**config.mk**
```make
export PLATFORM = sky130hd
export DESIGN_NAME = mem_arbiter
export DESIGN_NICKNAME = d
export VERILOG_FILES = /design/src/rtl/mem_arbiter.sv
export SDC_FILE = /design/constraint.sdc
export NUM_CORES = 1
export LEC_CHECK = 0
export CAP_MARGIN = 20
export CORE_AREA = 3 3 125 127
export CTS_CLUSTER_SIZE = 25
export DETAILED_ROUTE_END_ITERATION = 6
export DIE_AREA = 0 0 128 130
export PLACE_DENSITY_LB_ADDON = 0.05
export SLEW_MARGIN = 20
export SYNTH_ARGS = -nofsm -noshare
export SYNTH_HDL_FRONTEND = slang
export SYNTH_SLANG_ARGS = --single-unit
```
**constraint.sdc**
```tcl
create_clock -name clk -period 1.81 [get_ports clk]
set_clock_uncertainty 0.05 [all_clocks]
set_input_delay 0.181 -clock clk [delete_from_list [all_inputs] [get_ports clk]]
set_output_delay 0.181 -clock clk [all_outputs]
set_load 0.005 [all_outputs]
```
**src/rtl/mem_arbiter.sv**
```systemverilog
// mem_arbiter: shares one memory port between an instruction-fetch port and
// a data port. One transaction is in flight at a time. Each transaction runs
// IDLE -> BUSY -> DONE. It finishes when memory acknowledges, or it is
// aborted after TIMEOUT busy cycles with no acknowledge.
//
// Optional build macro: MEM_ARBITER_ROUND_ROBIN_EN
//   defined   : simultaneous requests alternate. The first tie after reset
//               goes to data.
//   undefined : data always wins a tie (fixed priority).
//
// Ports
//   clk, rst                 system clock; asynchronous active-low reset
//   if_req/if_addr           fetch request and address (request held until if_done)
//   if_rdata/if_done         fetched word; one-cycle completion pulse
//   if_stall                 if_req & ~if_done
//   d_req/d_we/d_size/
//   d_sign_ext/d_addr/d_wdata data request, held until d_done
//   d_rdata/d_done           load result; one-cycle completion pulse
//   d_stall                  d_req & ~d_done
//   mem_req/mem_we/mem_size/
//   mem_sign_ext/mem_addr/
//   mem_wdata                registered memory request, stable while busy
//   mem_rdata/mem_ack        memory read data and completion
//   timeout_err              sticky flag: a transaction was aborted
//
// FSM states
//   state | meaning
//   IDLE  | no transaction; the next request is arbitrated and latched
//   BUSY  | mem_req high, waiting for mem_ack or the timeout
//   DONE  | one cycle; owner's done pulses, requests are ignored
module mem_arbiter #(
    parameter int TIMEOUT = 16
) (
    input  logic        clk,
    input  logic        rst,
    input  logic        if_req,
    input  logic [31:0] if_addr,
    output logic [31:0] if_rdata,
    output logic        if_done,
    output logic        if_stall,
    input  logic        d_req,
    input  logic        d_we,
    input  logic [1:0]  d_size,
    input  logic        d_sign_ext,
    input  logic [31:0] d_addr,
    input  logic [31:0] d_wdata,
    output logic [31:0] d_rdata,
    output logic        d_done,
    output logic        d_stall,
    output logic        mem_req,
    output logic        mem_we,
    output logic [1:0]  mem_size,
    output logic        mem_sign_ext,
    output logic [31:0] mem_addr,
    output logic [31:0] mem_wdata,
    input  logic [31:0] mem_rdata,
    input  logic        mem_ack,
    output logic        timeout_err
);

    localparam int CNT_W = (TIMEOUT > 1) ? $clog2(TIMEOUT) : 1;
    localparam logic [CNT_W-1:0] CNT_TC = CNT_W'(TIMEOUT - 1);

    typedef enum logic [1:0] {
        IDLE = 2'd0,
        BUSY = 2'd1,
        DONE = 2'd2
    } state_t;

    state_t           state_q, state_d;
    logic             owner_q;          // 1 = data port owns the transaction
    logic [CNT_W-1:0] cnt_q;
    logic             any_req;
    logic             grant_data;
    logic             timeout_hit;

    assign any_req     = if_req | d_req;
    assign timeout_hit = (cnt_q == CNT_TC);
    assign if_stall    = if_req & ~if_done;
    assign d_stall     = d_req & ~d_done;

`ifdef MEM_ARBITER_ROUND_ROBIN_EN
    logic last_owner_q;                 // 1 = data port was granted last

    // On a tie, grant the port that was not granted last time.
    assign grant_data = d_req & (~if_req | ~last_owner_q);

    always_ff @(posedge clk or negedge rst) begin
        if (!rst) begin
            last_owner_q <= 1'b0;
        end else if (state_q == IDLE && any_req) begin
            last_owner_q <= grant_data;
        end
    end
`else
    assign grant_data = d_req;
`endif

    always_ff @(posedge clk or negedge rst) begin
        if (!rst) begin
            state_q <= IDLE;
        end else begin
            state_q <= state_d;
        end
    end

    always_comb begin
        state_d = state_q;
        case (state_q)
            IDLE:    if (any_req) state_d = BUSY;
            BUSY:    if (mem_ack || timeout_hit) state_d = DONE;
            DONE:    state_d = IDLE;
            default: state_d = IDLE;
        endcase
    end

    always_ff @(posedge clk or negedge rst) begin
        if (!rst) begin
            owner_q      <= 1'b0;
            cnt_q        <= '0;
            mem_req      <= 1'b0;
            mem_we       <= 1'b0;
            mem_size     <= 2'b00;
            mem_sign_ext <= 1'b0;
            mem_addr     <= 32'h0;
            mem_wdata    <= 32'h0;
            if_rdata     <= 32'h0;
            d_rdata      <= 32'h0;
            if_done      <= 1'b0;
            d_done       <= 1'b0;
            timeout_err  <= 1'b0;
        end else begin
            if_done <= 1'b0;
            d_done  <= 1'b0;
            case (state_q)
                IDLE: begin
                    if (any_req) begin
                        owner_q <= grant_data;
                        cnt_q   <= '0;
                        mem_req <= 1'b1;
                        if (grant_data) begin
                            mem_we       <= d_we;
                            mem_size     <= d_size;
                            mem_sign_ext <= d_sign_ext;
                            mem_addr     <= d_addr;
                            mem_wdata    <= d_wdata;
                        end else begin
                            // Fetches are always full-word reads.
                            mem_we       <= 1'b0;
                            mem_size     <= 2'b10;
                            mem_sign_ext <= 1'b0;
                            mem_addr     <= if_addr;
                            mem_wdata    <= 32'h0;
                        end
                    end
                end
                BUSY: begin
                    cnt_q <= cnt_q + CNT_W'(1);
                    // An acknowledge in the timeout cycle still completes normally.
                    if (mem_ack) begin
                        mem_req <= 1'b0;
                        if (owner_q) begin
                            d_done <= 1'b1;
                            if (!mem_we) d_rdata <= mem_rdata;
                        end else begin
                            if_done  <= 1'b1;
                            if_rdata <= mem_rdata;
                        end
                    end else if (timeout_hit) begin
                        mem_req     <= 1'b0;
                        timeout_err <= 1'b1;
                        if (owner_q) begin
                            d_done <= 1'b1;
                            if (!mem_we) d_rdata <= 32'h0;
                        end else begin
                            if_done  <= 1'b1;
                            if_rdata <= 32'h0;
                        end
                    end
                end
                default: ;
            endcase
        end
    end

endmodule
```
==> impl_results.md <==
- Sw Pwr: 4.54 mW
- Mapped Avg Cell Area: 12.1 sq um
- Clock Tree Buf Depth: 2
- Antenna violations before repair: 0
- Final slew viol count: 0
- Worst-path fanout max: 2
- Critical path launch point type: flip-flop
- Post-Layout Cell Count: 954
- Htree depth: 4
- Die height: 130 um
- Post_cts resized: 0
- Antenna diodes: 0
- Total power: 15.2 mW
- Multi-input logic area: slightly below 2000 sq um
- Worst-path clk slew: roughly 0.060 ns
- Peak VDD IR: around 0.81 mV
- Starting Density: 0.400
- Synth Warn #: 0
- Congestion Overflow GR: 0
- Pwr Density: roughly 1600 nW/um^2
- Post-Synthesis Net Count: between 600 and 700
- Cell variety after synth: 31
- Total number of vias: 4802
- WL/cell: 17.8 um
- Synthesized cell area: ~5800 sq um
- DIE WIDTH: 128 um
- Relative slew margins: 0.764
- Measured slew at the worst slew-check pin: 0.353 ns
- Max Fclk: 0.595 GHz
- Area grow syn2layout: 63.3%
- Worst setup EP type: output pin
- Core area: 14500 sq um
- Final setup viols: 0
- Filler cell count: between 1k and 1.5k
- Max_cap viols: 0
- Internal: 10.7 mW
- Setup tns final: 0 ns
- Comb pwr share: 0.403
- Reg power frac: 0.362
- First-pass GRT wire length: 26.9 mm
- FF+latch count, synth: 143
- IO Port Bufs: approximately 270
- Final worst slack: 0.129 ns
- Total track usage: 0.207
- Arr. time, crit path: 1.45 ns
- Clk pwr share: 0.234
- Share of layout cells above drive strength 1: 0.0766
- Leakage: between 4 and 5 nW
- GPL Wtd Cong: 0.853
- Minimum clock period: roughly 1.7 ns
- Site Rows: 44
- Vias in the first global route: ~5.1k
- Pin count of the biggest net entering global routing: 54
- Unrepaired setup endpoints after global routing: false
- Routed wire length: approximately 17 mm
- Register Area: 3580 sq um
- CTS sink count: 143
- Status: finished, final reports clean
- Post-route DRC: 0
- DRT iter0 DRCs: ~280
- Vias per cell: 5.03
- Worst Hold Class: in2async
- Root Driver: clkbuf_16
- Num ports: between 200 and 300
- # placed instances: 921
- Critical Setup Path Class: reg2out
- Worst skew pair latency: 0.41 ns
- Final ANT Viol Nets: 0
- Nets: ~900
- Die area: 16600 sq um
- Pre-antenna DRT Iters: 6
- CTS tree: yes
- Layout Utilization: 0.653
- Switching part of the total power: 0.298
- Final Hold Fails: 0
- Final HPWL DP: 12.6 mm
- Sequential area share after synthesis: 0.615
- Tcrit/Tclk final: 0.929
- Num CTS Buffers: 17
- DP Worst Slack: between 0.15 and 0.2 ns
- Synth Instances: 479
- CP required: 1.58 ns
-- cell usage after synthesis, drive strengths merged --
cell | instances | area [sq um]
dfrtp | 143 | 3580
a22o | 67 | 587
o21ai | 67 | 335
mux2i | 65 | 651
inv | 36 | 135
nand2 | 36 | 135
buf | 22 | 120
clkbuf | 14 | 52.6
nor2 | 4 | 15.0
nor2b | 3 | 18.8
a21o | 2 | 15.0
and2 | 2 | 12.5
nand3 | 2 | 10.0
nor3b | 2 | 20.0
a211oi | 1 | 7.51
a21oi | 1 | 5.00
a2bb2oi | 1 | 8.76
a31o | 1 | 8.76
a41o | 1 | 10.0
and3 | 1 | 6.26
ha | 1 | 12.5
nand2b | 1 | 6.26
nand3b | 1 | 11.3
nand4b | 1 | 23.8
o211ai | 1 | 7.51
o22ai | 1 | 6.26
or2 | 1 | 6.26
xor2 | 1 | 8.76
-- registers in the layout (all words and copies together) (netlist names), 2 cells and up --
register / cells
mem_addr: 32
cnt_q: 4
d_rdata: 32
mem_wdata: 32
mem_size: 2
if_rdata: 32
state_q: 2
-- layer usage --
metal  part of all wire  wire (um)  track usage
met1               0.39       6700        0.251
met2               0.49       8390        0.339
met3              0.090       1530       0.0798
met4              0.020        347       0.0774
met5                  0          0            0
-- power by group through the flow --
stage	registers (mW)	clock network, mW	logic [mW]
final	5.51	3.57	6.14
after global routing	5.70	3.77	6.70
after CTS	5.52	3.64	6.26
after detailed placement	5.53	0	6.23
after global placement	5.49	0	6.09
after floorplan	5.53	0	2.16
-- stage by stage --
step	hold slack, ns	instance area, sq um
2_1_floorplan	-0.165	5810
3_3_place_gp	0.0232	8880
3_5_place_dp	0.0277	8880
4_1_cts	0.154	9500
5_1_grt	0.174	9500
6_report	0.157	9500
-- layout by cell type, fill, tap and decap left out, types with 3 or more instances in the layout --
| cell | Yosys | final |
|---|---|---|
| clkdlybuf4s50_1 | 0 | 272 |
| dfrtp_1 | 143 | 143 |
| a22o_1 | 67 | 67 |
| mux2i_1 | 65 | 65 |
| o21ai_0 | 65 | 65 |
| inv_1 | 36 | 36 |
| nand2_1 | 36 | 36 |
| clkbuf_16 | 0 | 17 |
| buf_4 | 4 | 12 |
| buf_12 | 0 | 8 |
| nor2b_1 | 3 | 3 |
| nor2_1 | 4 | 3 |
| clkinv_2 | 0 | 3 |
| clkinv_4 | 0 | 3 |
| bufinv_16 | 0 | 3 |
| clkinvlp_4 | 0 | 3 |
-- critical path, cell delays in order (launching register included) --
cell	delay (ns)
dfrtp_1	0.41
nor2b_1	0.11
clkdlybuf4s50_1	0.51
-- path summary, 6_finish.rpt --
kind / startpoint / end / slack (ns) / depth (start not counted)
setup / recovery: if_done / if_stall / 0.13 / 2
hold / removal: rst / d_rdata[10] / 0.16 / 2
setup reg to reg: cnt_q[0] / d_rdata[9] / 0.22 / 5
hold reg to reg: timeout_err / timeout_err / 0.42 / 1
max in group asynchronous: rst / if_rdata[16] / 0.88 / 3
min in group clk: d_size[1] / mem_size[1] / 0.26 / 3
-- kinds of logic (layout without fill, tap and decap cells) --
kind of cell	after synthesis	after routing	synth area share
AOI/OAI and AO/OA	143	143	0.170
DFF	143	143	0.615
buffers and inverters	72	363	0.0529
muxes	65	65	0.112
and+or+nand+nor	54	54	0.0456
adders and majority gates	1	1	0.00215
xor gates and xnor gates	1	1	0.00151
-- final cells by class --
type | instances | share of cell area
clock buffers | 19 | 0.0466
clock inverters | 13 | 0.0171
inverters | 36 | 0.0142
multi-input cells | 264 | 0.205
flip-flops and latches | 143 | 0.377
well taps | 184 | 0.0242
repair buffers | 295 | 0.316
-- timing repair --
item / 4_1_cts / 5_1_grt
hold buffers: 1 / 0
hold endpoints to repair: 136 / 0
buffers inserted: 0 / 0
Note: power is estimated with default switching activity, not from simulation.
